===== config.mk =====
export PLATFORM = sky130hd
export DESIGN_NAME = scrambler
export DESIGN_NICKNAME = d
export VERILOG_FILES = /design/src/rtl/scrambler.sv
export SDC_FILE = /design/constraint.sdc
export NUM_CORES = 1
export LEC_CHECK = 0
export ABC_AREA = 0
export CORE_MARGIN = 4
export CORE_UTILIZATION = 43
export DETAILED_ROUTE_END_ITERATION = 8
export PLACE_DENSITY = 0.78
export SYNTH_ARGS = -nofsm -noshare
export SYNTH_HDL_FRONTEND = slang
export SYNTH_SLANG_ARGS = --single-unit

===== constraint.sdc =====
create_clock -name aclk -period 1.5 [get_ports aclk]
set_clock_uncertainty 0.2 [all_clocks]
set_input_delay 0.3 -clock aclk [delete_from_list [all_inputs] [get_ports aclk]]
set_output_delay 0.3 -clock aclk [all_outputs]
set_load 0.005 [all_outputs]

===== src/rtl/scrambler.sv =====
// Additive scrambler for an AXI-Stream data path, polynomial x^7 + x^4 + 1
// (the IEEE 802.11 OFDM scrambler). Each accepted beat is scrambled WIDTH
// bits at a time in one cycle. Data bit 0 is the earliest bit in time.
// The result is presented through a single output register stage.
// The keystream restarts from SEED after every beat flagged with tlast.
// Scrambling is self-inverse, so a second instance with the same SEED
// descrambles the stream.
// SEED must be non-zero: an all-zero state never leaves zero and would
// produce no keystream at all.
// The reset port keeps its AXI name, aresetn, but it is active-high
// (1 = reset). It is expected to be released synchronously to aclk.
module scrambler #(
    parameter int         WIDTH = 8,
    parameter logic [6:0] SEED  = 7'b1111111
) (
    input  logic             aclk,
    input  logic             aresetn,
    input  logic [WIDTH-1:0] s_axis_tdata,
    input  logic             s_axis_tvalid,
    output logic             s_axis_tready,
    input  logic             s_axis_tlast,
    output logic [WIDTH-1:0] m_axis_tdata,
    output logic             m_axis_tvalid,
    input  logic             m_axis_tready,
    output logic             m_axis_tlast
);

    logic [6:0]       lfsr_state;
    logic [6:0]       lfsr_next;
    logic [WIDTH-1:0] scrambled;
    logic             in_accept;

    // Accept new input whenever the output register is empty or being drained this cycle; never during reset
    always_comb begin
        s_axis_tready = (~m_axis_tvalid | m_axis_tready) & ~aresetn;
        in_accept     = s_axis_tvalid & s_axis_tready;
    end

    // Step the LFSR once per data bit, earliest bit first, to get this beat's keystream and the state after it
    always_comb begin
        logic [6:0] s;
        logic       fb;
        s         = lfsr_state;
        fb        = 1'b0;
        scrambled = '0;
        for (int i = 0; i < WIDTH; i++) begin
            fb           = s[6] ^ s[3];
            scrambled[i] = s_axis_tdata[i] ^ fb;
            s            = {s[5:0], fb};
        end
        lfsr_next = s;
    end

    // Advance the scrambler state only on an accepted beat; a frame end rewinds it to SEED for the next frame
    always_ff @(posedge aclk or posedge aresetn) begin
        if (aresetn) begin
            lfsr_state <= SEED;
        end else if (in_accept) begin
            lfsr_state <= s_axis_tlast ? SEED : lfsr_next;
        end
    end

    // Output register: load on accept, clear valid when drained with nothing new, hold while stalled
    always_ff @(posedge aclk or posedge aresetn) begin
        if (aresetn) begin
            m_axis_tdata  <= '0;
            m_axis_tlast  <= 1'b0;
            m_axis_tvalid <= 1'b0;
        end else if (in_accept) begin
            m_axis_tdata  <= scrambled;
            m_axis_tlast  <= s_axis_tlast;
            m_axis_tvalid <= 1'b1;
        end else if (m_axis_tready) begin
            m_axis_tvalid <= 1'b0;
        end
    end

endmodule


## Yosys cells after proc, flatten, opt, wreduce, memory -nomap -nowiden

Cells that the tools add are included.

| word-level totals | value |
|---|---|
| flip-flop bits (word level) | 17 |
| input port bits | 13 |
| logic and storage cells | 29 |

| cells by class | value |
|---|---|
| multiplexer cells | 3 |
| bitwise logic cells | 21 |
| reduce and logical (&&, ||, !) cells | 1 |

Operator list:

| operator | count |
|---|---|
| $xor 1x1->1 | 16 |
| $mux 7 | 1 |
| $and 1x1->1 | 2 |
| $mux 1 | 2 |
| $not 1->1 | 2 |
| $reduce_bool 2->1 | 1 |
| $or 1x1->1 | 1 |

## Depth between registers and ports, before layout

| depth | value |
|---|---|
| depth after elaboration | 5 |
| depth in mapped cells | 4 |

## Least setup slack after synthesis

No wires, ideal clock.

| timing | value |
|---|---|
| path type | reg-to-reg |
| from | reg m_axis_tvalid |
| to | reg m_axis_tdata[0] |
| arrival time | 1.130 ns |
| data required time | 1.175 ns |
| path slack | 0.045 ns |
| stages on the path, launching flop included | 4 |
| buffers on the path | 0 |
| path through | dfrtp_1 and2b_2 nor2_8 mux2_2 |

| on the way | value |
|---|---|
| cells in the longest elaborated chain, start to end | 4 |

Ends and longest elaborated chain:

| item | line | RTL |
|---|---|---|
| from (decl) | 23 | `output logic m_axis_tvalid,` |
| from (signal assigned) | 68 | `m_axis_tvalid <= 1'b0;` |
| from (signal assigned) | 72 | `m_axis_tvalid <= 1'b1;` |
| from (signal assigned) | 74 | `m_axis_tvalid <= 1'b0;` |
| $not 1->1 | 35 | `s_axis_tready = (~m_axis_tvalid \| m_axis_tready) & ~aresetn;` |
| $or 1x1->1 | 35 |  |
| $and 1x1->1 | 35 |  |
| $and 1x1->1 | 36 | `in_accept = s_axis_tvalid & s_axis_tready;` |
| to (signal assigned) | 70 | `m_axis_tdata <= scrambled;` |
| to (decl) | 22 | `output logic [WIDTH-1:0] m_axis_tdata,` |

No other way between the ends.
A chain may end at the register's enable or synchronous reset.

## Final worst setup path

| timing | value |
|---|---|
| from | reg m_axis_tvalid |
| to | out s_axis_tready |

| on the way | value |
|---|---|
| cells in the longest elaborated chain, start to end | 3 |

Ends and longest elaborated chain:

| item | line | RTL |
|---|---|---|
| $not 1->1 | 35 |  |
| $or 1x1->1 | 35 |  |
| $and 1x1->1 | 35 |  |
| to (decl) | 20 | `output logic s_axis_tready,` |

No other way between the ends.

==> Flow_metrics.wiki <==
{| class="wikitable"
! Metric !! Value
|-
| Reg-to-Reg End || m_axis_tdata[7]
|-
| Worst-case clock buffer depth || 2
|-
| Number of diodes || 0
|-
| Least setup slack across all paths after layout || -0.0827 ns
|-
| Clock tree from TritonCTS || built
|-
| H-tree lvl count || 1
|-
| Worst slew pin tran || 0.364 ns
|-
| Via density per instance || 5.01
|-
| Crit Path Max Fanout || 2
|-
| Run status || complete, but fails checks
|-
| Count of vias placed by the detailed router || 762
|-
| Buffers & Inverters on Critical Path || 1
|-
| Cell type with the largest total area after synthesis || sky130_fd_sc_hd__dfrtp_1
|-
| Clock latency of the later-clocked register in the worst-skew pair || 0.29 ns
|-
| Worst setup SP type || flip-flop
|-
| Placed instance count || 136
|-
| Floorplan die area || 3160 um2
|-
| Clock Tree Root || sky130_fd_sc_hd__clkbuf_4
|-
| Share of Yosys cell area claimed by the top area cell type || 25.1%
|-
| Synthesis-to-finish area growth || 43.2%
|-
| Number of CTS-inserted buffers || 3
|-
| Stage delay of the slowest cell on the critical path || 0.39 ns
|-
| Residual antenna-violating net count after detailed routing || 0
|-
| Number of sinks on the clock net || 17
|-
| Slew Viols, Final || 0
|-
| Layout cell share with drive strength beyond 1 || 40.3%
|-
| NumNets Final || 138
|-
| Post-synthesis net count || 97
|-
| Cells after Synth || 84
|-
| Setup_tns || -0.180 ns
|-
| Category of the critical setup timing path || flip-flop to primary output
|-
| Count of unique library cells instantiated by Yosys || 25
|-
| Routing usage on met1 || 16.6%
|-
| Total routed wirelength || 2.06 mm
|-
| Initial Util || 45.1%
|-
| Worst reg2reg path depth || 4
|-
| Share of the core filled with cells || 64.6%
|-
| Worst path cell trace || and2b_2, nor2_1, buf_2
|-
| Number of DRC markers after the initial detailed-route iteration || 13
|-
| Worst max-slew margin expressed relative to the limit || 75.7%
|-
| Path category of the worst min-delay check || primary input to async pin
|-
| Largest cells by area after synthesis || sky130_fd_sc_hd__dfrtp_1, sky130_fd_sc_hd__dfstp_2, sky130_fd_sc_hd__xnor2_1
|-
| Met2 layer usage reported by global route || 23.5%
|-
| Remaining routing DRC violations || 0
|-
| Peak-usage layer in the global routing report || met2
|-
| GP Congestion || 0.778
|-
| Worst IR drop on VDD || 1.10 mV
|-
| Number of fill cells in the layout || 197
|-
| Post-synthesis sequential area ratio || 43.5%
|-
| Number of iterations in the first detailed-routing pass || 4
|-
| Type of element capturing the critical path || primary output
|-
| Total Power Consumption || 2480 uW
|-
| Final min period || 1.58 ns
|-
| Post-synthesis register bit count || 17
|-
| Met3 track demand over resource in global routing || 4.64%
|-
| Avg Synthesized Cell Area || 11.9 um2
|-
| Final cell count without fillers || 152
|-
| Maximum number of pins on one net before global-route repair || 18
|-
| Top-Level Pins || 24
|-
| Number of synthesized flops with an enable pin || 0
|-
| Number of hold violations in the final report || 0
|-
| Synthesized cell area || 998 um2
|-
| HPWL Detailed || 1.44 mm
|-
| Top cell family by delay on the critical path || flip-flops
|-
| Register-to-Register Setup Slack || -0.02 ns
|-
| Part of the cycle the worst path needs || 106%
|-
| Crit path arrival time || 1.08 ns
|-
| Number of setup violations in the final report || 6
|-
| I/O Buffers || 23
|-
| Worst r2r src || m_axis_tvalid
|-
| Worst endpoint required time || 1.00 ns
|-
| Violations in the final reports || setup timing
|-
| Mean routed wirelength per cell || 13.6 um
|-
| Warnings from Yosys || 0
|-
| Async S/R FF share, synth || 100%
|-
| Grt total ovfl || 0
|-
| Total number of placement rows || 17
|-
| Antenna violations before repair || 0
|-
| GRT Overall Usage || 13.9%
|-
| Via count of the first global-routing pass || 755
|-
| Critical Path Slowest Stage Cell || sky130_fd_sc_hd__dfrtp_1
|-
| Clock-pin slew on the worst setup and hold paths || 0.10 ns
|-
| Core region area || 2210 um2
|-
| Power Dens Cells || 1740 nW/um2
|-
| Max frequency || 632 MHz
|-
| Leakage Power || 0.000647 uW
|-
| Reported max-cap violation count || 0
|-
| Die width || 56.2 um
|-
| Wire length of the first global-routing pass || 3.44 mm
|-
| Flip-flop cell with the highest count after synthesis || sky130_fd_sc_hd__dfrtp_1
|-
| Unrepaired setup endpoints after global routing || true
|-
| Die Ht || 56.2 um
|}
[where the power goes]
| group | switching [uW] | internal (uW) | leakage (uW) |
|---|---|---|---|
| Combinational | 444 | 834 | 0.000435 |
| Sequential | 248 | 710 | 0.000194 |
| Clock | 147 | 99.2 | 0.0000177 |
[placed cells by master (no fill, tap or decap), types with 5 or more instances in the layout]
cell type                          n
sky130_fd_sc_hd__buf_4            18
sky130_fd_sc_hd__xnor2_1          12
sky130_fd_sc_hd__clkdlybuf4s50_1  11
sky130_fd_sc_hd__dfrtp_1          10
sky130_fd_sc_hd__dfstp_2           7
sky130_fd_sc_hd__o21ai_0           6
sky130_fd_sc_hd__dlygate4sd2_1     6
sky130_fd_sc_hd__nand2_1           5
sky130_fd_sc_hd__mux2_4            5
[worst reg2reg max path: stages (launching register included)]
cell and delay, ns:
sky130_fd_sc_hd__dfrtp_1 0.39, sky130_fd_sc_hd__and2b_2 0.21, sky130_fd_sc_hd__buf_6 0.14, sky130_fd_sc_hd__nor2_8 0.17
sky130_fd_sc_hd__mux2_4 0.32
[per-stage QoR]
| step | hold WS, ns | instance area (um2) | setup slack (ns) |
|---|---|---|---|
| after floorplan | 0.0210 | 998 | 0.0454 |
| after global placement | 0.289 | 1270 | -0.588 |
| after detailed placement | 0.294 | 1270 | -0.565 |
| after CTS | 0.202 | 1340 | -0.104 |
| after global routing | 0.233 | 1430 | -0.129 |
| final | 0.215 | 1430 | -0.0827 |
[area by class of cell]
class | instances | area, um2 | share of cell area [%]
multi-input combinational | 59 | 567 | 39.6
sequential | 17 | 434 | 30.4
timing repair buffer | 42 | 359 | 25.1
tap | 28 | 35.0 | 2.45
clock buffer | 3 | 22.5 | 1.57
inverter | 2 | 7.51 | 0.525
clock inverter | 1 | 5.00 | 0.350
[how the worst max path moves through the flow]
stage	from	end	cells past startpoint	slack, ns
floorplan	m_axis_tvalid	m_axis_tdata[0]	3	0.05
global placement	m_axis_tready	s_axis_tready	4	-0.59
detailed placement	m_axis_tready	s_axis_tready	4	-0.57
CTS	m_axis_tvalid	s_axis_tready	3	-0.10
global route	m_axis_tvalid	s_axis_tready	3	-0.13
finish	m_axis_tvalid	s_axis_tready	3	-0.08
[synthesized netlist by cell type, types with 2 or more instances]
library cell               n
sky130_fd_sc_hd__o211a_1   3
sky130_fd_sc_hd__nor2_1    2
sky130_fd_sc_hd__buf_2     2
sky130_fd_sc_hd__buf_6     3
sky130_fd_sc_hd__xnor2_1  12
sky130_fd_sc_hd__and2b_2   2
sky130_fd_sc_hd__dfstp_2   7
sky130_fd_sc_hd__xnor2_4   2
sky130_fd_sc_hd__inv_1     2
sky130_fd_sc_hd__a21oi_1   3
sky130_fd_sc_hd__o21ai_1   2
sky130_fd_sc_hd__a31oi_1   3
sky130_fd_sc_hd__nand2_1   5
sky130_fd_sc_hd__o32a_1    4
sky130_fd_sc_hd__xnor2_2   2
sky130_fd_sc_hd__xor2_1    3
sky130_fd_sc_hd__dfrtp_1  10
sky130_fd_sc_hd__mux2_2    5
sky130_fd_sc_hd__o21ai_0   6
[metal layers]
metal	vias up	wire, um	share of wire [%]
met2	30	1040	51
li1	369	-	-
met1	361	856	42
met4	0	12	0.58
met5	-	0	0
met3	2	147	7.1
[logic make-up after synthesis]
logic type	synth area share, %
simple gates	9.02
compound gates	14.4
flops	43.5
mux	5.64
buf+inv	5.51
xor+xnor	21.9
[sequential cells by signal, summed over array words and instances, names as in the netlist]
register       count
lfsr_state         7
m_axis_tdata       8
m_axis_tlast       1
m_axis_tvalid      1
[what timing repair did]
item / in CTS / in global routing
setup endpoints to repair: 22 / 15
cloned: 0 / 0
setup buffers: 4 / 8
hold buffers: 0 / 0
resized for setup: 26 / 9
pin swaps: 2 / 1
endpoints found under the hold margin: 0 / 0
Power figures use the tool's default switching activity.
